===== src/rtl/trisc_mem_arbiter.sv =====
// ---------------------------------------------------------------------------
// trisc_mem_arbiter
//
// Shares the single-port TRISC program/data RAM between the CPU controller
// (fetch, LDA, STA and ADD operand reads) and the external program loader.
// One access is in flight at a time. Each access holds mem_en for MEM_LAT
// cycles, captures the RAM read data on the last of them, and then returns
// a one-cycle ack to whichever requester won. An anti-starvation counter
// hands the RAM to the loader after STARVE_MAX back-to-back CPU grants made
// while the loader was waiting.
//
// All registers update on the falling edge of SysClock. SysReset is
// synchronous and active high, and every output is registered.
//
// Ports
//   SysClock, SysReset        clock (falling-edge active) and sync reset
//   cpu_req/we/addr/wdata     CPU request; held stable until cpu_ack
//   cpu_ack, cpu_rdata        one-cycle completion pulse and read data
//   ldr_req/we/addr/wdata     loader request; held stable until ldr_ack
//   ldr_ack, ldr_rdata        one-cycle completion pulse and read data
//   mem_en, mem_we            RAM enable and write strobe
//   mem_addr, mem_wdata       RAM address and write data
//   mem_rdata                 RAM read data, valid at end of the last access cycle
//   ldr_owner                 high from the loader grant edge through its ack cycle
// ---------------------------------------------------------------------------
module trisc_mem_arbiter #(
  parameter int AW         = 4,
  parameter int DW         = 8,
  parameter int MEM_LAT    = 2,
  parameter int STARVE_MAX = 4
) (
  input  logic          SysClock,
  input  logic          SysReset,

  input  logic          cpu_req,
  input  logic          cpu_we,
  input  logic [AW-1:0] cpu_addr,
  input  logic [DW-1:0] cpu_wdata,
  output logic          cpu_ack,
  output logic [DW-1:0] cpu_rdata,

  input  logic          ldr_req,
  input  logic          ldr_we,
  input  logic [AW-1:0] ldr_addr,
  input  logic [DW-1:0] ldr_wdata,
  output logic          ldr_ack,
  output logic [DW-1:0] ldr_rdata,

  output logic          mem_en,
  output logic          mem_we,
  output logic [AW-1:0] mem_addr,
  output logic [DW-1:0] mem_wdata,
  input  logic [DW-1:0] mem_rdata,

  output logic          ldr_owner
);

  localparam int SW = $clog2(STARVE_MAX + 1);
  localparam int CW = (MEM_LAT > 1) ? $clog2(MEM_LAT) : 1;

  localparam logic [SW-1:0] STARVE_LIM = SW'(STARVE_MAX);
  localparam logic [CW-1:0] LAT_LOAD   = CW'(MEM_LAT - 1);

  typedef enum logic [1:0] {
    IDLE   = 2'd0,
    ACCESS = 2'd1,
    RESP   = 2'd2
  } state_t;

  state_t        state;
  logic [SW-1:0] starve_cnt;
  logic [CW-1:0] lat_cnt;

  logic          ldr_wins;
  logic          cpu_wins;
  logic [SW-1:0] starve_next;

  // The CPU has priority, except when the loader has already watched
  // STARVE_MAX CPU grants go by; then the loader takes the next slot.
  // starve_next is the counter value after a CPU grant: it only counts
  // grants made while the loader is waiting, and it saturates.
  always_comb begin
    ldr_wins    = ldr_req && (!cpu_req || (starve_cnt == STARVE_LIM));
    cpu_wins    = cpu_req && !ldr_wins;
    starve_next = '0;
    if (ldr_req) begin
      if (starve_cnt == STARVE_LIM) begin
        starve_next = starve_cnt;
      end else begin
        starve_next = starve_cnt + SW'(1);
      end
    end
  end

  // Single control FSM. The RAM-side outputs double as the capture
  // registers for the winner's we/addr/wdata, so during ACCESS mem_we and
  // ldr_owner tell us what kind of access it is and whom to answer.
  // Acks default low each cycle and are raised only on the edge into RESP,
  // which makes them one-cycle pulses and keeps them mutually exclusive.
  always_ff @(negedge SysClock) begin
    if (SysReset) begin
      state      <= IDLE;
      starve_cnt <= '0;
      lat_cnt    <= '0;
      cpu_ack    <= 1'b0;
      cpu_rdata  <= '0;
      ldr_ack    <= 1'b0;
      ldr_rdata  <= '0;
      mem_en     <= 1'b0;
      mem_we     <= 1'b0;
      mem_addr   <= '0;
      mem_wdata  <= '0;
      ldr_owner  <= 1'b0;
    end else begin
      cpu_ack <= 1'b0;
      ldr_ack <= 1'b0;

      case (state)
        IDLE: begin
          if (ldr_wins) begin
            state      <= ACCESS;
            ldr_owner  <= 1'b1;
            mem_en     <= 1'b1;
            mem_we     <= ldr_we;
            mem_addr   <= ldr_addr;
            mem_wdata  <= ldr_wdata;
            lat_cnt    <= LAT_LOAD;
            starve_cnt <= '0;
          end else if (cpu_wins) begin
            state      <= ACCESS;
            ldr_owner  <= 1'b0;
            mem_en     <= 1'b1;
            mem_we     <= cpu_we;
            mem_addr   <= cpu_addr;
            mem_wdata  <= cpu_wdata;
            lat_cnt    <= LAT_LOAD;
            starve_cnt <= starve_next;
          end else begin
            // No request at all, so the loader is not waiting.
            starve_cnt <= '0;
          end
        end

        ACCESS: begin
          if (lat_cnt == '0) begin
            // Last enable cycle: the RAM data is valid now. Writes
            // answer with zero data.
            state  <= RESP;
            mem_en <= 1'b0;
            mem_we <= 1'b0;
            if (ldr_owner) begin
              ldr_ack   <= 1'b1;
              ldr_rdata <= mem_we ? '0 : mem_rdata;
            end else begin
              cpu_ack   <= 1'b1;
              cpu_rdata <= mem_we ? '0 : mem_rdata;
            end
          end else begin
            lat_cnt <= lat_cnt - CW'(1);
          end
        end

        RESP: begin
          // Read data is only meaningful alongside the ack; clear it so
          // a stale value never lingers on the bus.
          state     <= IDLE;
          ldr_owner <= 1'b0;
          cpu_rdata <= '0;
          ldr_rdata <= '0;
        end

        default: begin
          state <= IDLE;
        end
      endcase
    end
  end

endmodule


===== config.mk =====
export PLATFORM = sky130hd
export DESIGN_NAME = trisc_mem_arbiter
export DESIGN_NICKNAME = d
export VERILOG_FILES = /design/src/rtl/trisc_mem_arbiter.sv
export SDC_FILE = /design/constraint.sdc
export NUM_CORES = 1
export LEC_CHECK = 0
export CAP_MARGIN = 15
export CORE_AREA = 4 4 62 87
export DETAILED_ROUTE_END_ITERATION = 7
export DIE_AREA = 0 0 66 91
export HOLD_SLACK_MARGIN = 0.05
export PLACE_DENSITY = 0.74
export SYNTH_ARGS = -nofsm -noshare
export SYNTH_HDL_FRONTEND = slang
export SYNTH_SLANG_ARGS = --single-unit

===== constraint.sdc =====
create_clock -name SysClock -period 1.2 [get_ports SysClock]
set_input_delay 0.24 -clock SysClock [delete_from_list [all_inputs] [get_ports SysClock]]
set_output_delay 0.24 -clock SysClock [all_outputs]
set_load 0.01 [all_outputs]

==> results.json <==
{
  "status": "finished with violations",
  "violations": "setup timing",
  "dr.pass1.iters": 4,
  "cts_tree": "done",
  "min_to": "ldr_rdata[5]$_SDFFE_NP0P_",
  "r2r-start": "starve_cnt[0]$_SDFFE_NP0P_",
  "dp_hpwl_um": 3890,
  "via_per_inst": 5.29,
  "ys_warn_count": 0,
  "reg2reg_depth": 6,
  "final_cell_mix": "buf_4 (46), buf_6 (43), inv_1 (40)",
  "final_antenna_net_count": 0,
  "required_ps": 960,
  "num_rows": 29,
  "synth_top_family_by_area": "compound AO/OA/AOI/OAI gates",
  "holdBufCountCts": 0,
  "area_growth_syn_to_layout_pct": 125,
  "crit_chain": "buf_6",
  "hold_path.class": "reg2reg",
  "numCtsBuffers": 5,
  "num_vias": 2243,
  "finalMaxSlewViolations": 0,
  "antenna_cells": 0,
  "numPortBuffers": 70,
  "ys_ff_latch": 39,
  "cts_root_buf": "clkbuf_8",
  "ys_types": 31,
  "drt_wl_total_um": 8110,
  "startpoint_type": "flip-flop",
  "slowest_delay_ps": 380,
  "antenna_found_initial": 0,
  "clockBufferDepth": 2,
  "h-tree-depth": 2,
  "hold_depth": 2,
  "min_from": "ldr_rdata[5]$_SDFFE_NP0P_",
  "power_density_nw_per_um2": 1220,
  "final_common_cell": "buf_4",
  "stdcell_count": 424,
  "synth_fa_ha_area_frac": 0.0146,
  "synth_area_um2": 1720,
  "ys_seq_area_frac": 0.454,
  "fp.dieW_um": 66,
  "layout.nets": 401,
  "clkLatencyLatePin_ps": 390,
  "routedWlPerCell_um": 19.1,
  "slew_headroom": 0.671,
  "muxShareOfSynthArea": 0.0524,
  "fin_ws_ps": -525,
  "p_leak_nw": 1.74,
  "start_util": 0.379,
  "grt_pass1_vias": 2298,
  "grt_usage": 0.229,
  "crit_buf_inv": 1,
  "synthSimpleGateAreaFrac": 0.202,
  "drv_cap": 0,
  "gp_congestion": 0.775,
  "drt-initial-drc-count": 94,
  "synth_compound_area_frac": 0.204,
  "n_fill_cell": 242,
  "clk_pin_slew_worst_paths_ps": 60,
  "globalRouteOverflowTotal": 0,
  "pre_cts_slack_ps": -1080,
  "core_region_area_um2": 4540,
  "grt_first_pass_wirelength_um": 10700,
  "hold_violations": 0,
  "ir_drop_uv": 881,
  "synth_xor_area_frac": 0.0102,
  "avgSynthCellArea_um2": 8.81,
  "syn_nets": 235,
  "rsz0062_at_grt": "true",
  "grt_max_degree": 17,
  "end_kind": "output port",
  "cp_top_family": "flip-flops",
  "finalSetupViolations": 70,
  "final.setup_skew_ps": 34.5,
  "worst_ep_arrival_time_ps": 1480,
  "placed_cells": 353,
  "max_slew.worst_pin.slew_ps": 492,
  "critPathKind": "reg2out",
  "dieArea_um2": 6010,
  "ff_latch_area_um2": 836,
  "io-pin-count": 71,
  "multiInputGateArea_um2": 1280,
  "drive_gt1_frac": 0.638,
  "syn_inst": 195,
  "die_y_um": 91,
  "crit_slowest_cell": "dfxtp_2",
  "regToRegSetupSlack_ps": -390,
  "cts_sinks": 39,
  "r2r_end": "mem_addr[1]$_SDFFE_NP0P_",
  "crit_fanout": 2,
  "drcViolationCount": 0
}
==> per-stage QoR <==
step	total power [mW]	instance area [um^2]	util	TNS, ps	hold slack, ps
4_1_cts	4.39	3570	0.787	-19280	457
3_5_place_dp	2.69	2870	0.633	-47860	468
6_report	4.70	3860	0.852	-22400	504
3_3_place_gp	2.67	2870	0.633	-46350	447
5_1_grt	4.95	3860	0.852	-24450	518
2_1_floorplan	2.15	1860	-	-10960	474
==> repair_timing <==
action | 4_1_cts | 5_1_grt
buffers inserted | 8 | 15
setup endpoints to repair | 72 | 71
resized for setup | 314 | 39
gates cloned | 3 | 0
pin swaps | 37 | 27
==> power breakdown <==
group	internal (mW)	switching (mW)	leakage [nW]
Combinational	0.780	0.649	1.14
Sequential	1.42	0.0884	0.335
Clock	0.789	0.977	0.262
Total	2.99	1.71	1.74
==> synthesized netlist by cell type <==
cell | count | area [um^2]
nor3b_1 | 1 | 7.51
nor3_1 | 4 | 20.0
inv_1 | 5 | 18.8
buf_6 | 1 | 11.3
or4b_1 | 1 | 10.0
nor2_2 | 2 | 12.5
nand3_1 | 14 | 70.1
buf_4 | 3 | 22.5
and4bb_2 | 1 | 12.5
ha_1 | 2 | 25.0
clkbuf_1 | 4 | 15.0
buf_2 | 7 | 35.0
a21boi_2 | 1 | 11.3
nor2_1 | 10 | 37.5
nand2_1 | 18 | 67.6
mux2i_1 | 9 | 90.1
a21bo_2 | 1 | 10.0
a311oi_1 | 13 | 114
o21ai_0 | 15 | 75.1
a21o_1 | 1 | 7.51
and2_1 | 1 | 6.26
xnor2_1 | 2 | 17.5
dfxtp_1 | 39 | 781
or2_2 | 2 | 12.5
clkbuf_2 | 1 | 5.00
nand3b_1 | 1 | 7.51
or3b_1 | 1 | 8.76
nor4b_4 | 1 | 23.8
a21oi_1 | 25 | 125
nor2b_1 | 8 | 50.1
a22oi_1 | 1 | 7.51
==> how the worst max path moves through the flow <==
stage,start,endpoint,slack (ps),cells past startpoint
2_1_floorplan,ldr_req,mem_addr[0]$_SDFFE_NP0P_,-500,6
3_3_place_gp,ldr_req,mem_wdata[2]$_SDFFE_NP0P_,-980,4
3_5_place_dp,ldr_req,mem_wdata[2]$_SDFFE_NP0P_,-1080,4
4_1_cts,mem_wdata[0]$_SDFFE_NP0P_,mem_wdata[0],-460,1
5_1_grt,cpu_rdata[0]$_SDFFE_NP0P_,cpu_rdata[0],-530,1
6_report,cpu_rdata[0]$_SDFFE_NP0P_,cpu_rdata[0],-520,1
==> routing by layer <==
metal	vias up	track usage	wire length (um)
met5	-	0	0
met4	0	0.127	302
met3	21	0.0815	498
met2	111	0.420	4610
met1	1085	0.213	2700
li1	1026	-	-
==> cells by family after synthesis <==
| logic type | after synthesis |
|---|---|
| DFF | 39 |
| adders and majority gates | 2 |
| muxes | 9 |
| AOI/OAI and AO/OA | 57 |
| and+or+nand+nor | 65 |
| xor gates and xnor gates | 2 |
| buffers and inverters | 21 |
==> final cells by class <==
class                      instances  share of cell area
timing repair buffer             137               0.361
inverter                           4             0.00389
tap                               62              0.0201
sequential                        39               0.216
multi-input combinational        135               0.332
clock inverter                    42              0.0486
clock buffer                       5              0.0178
==> registers in the layout, summed over array words and instances, names as in the netlist <==
signal and count:
ldr_rdata 8, lat_cnt 1, mem_we 1, mem_en 1, mem_wdata 8, state 2
ldr_ack 1, starve_cnt 3, ldr_owner 1, cpu_rdata 8, mem_addr 4, cpu_ack 1
(Power assumes the default switching activity.)
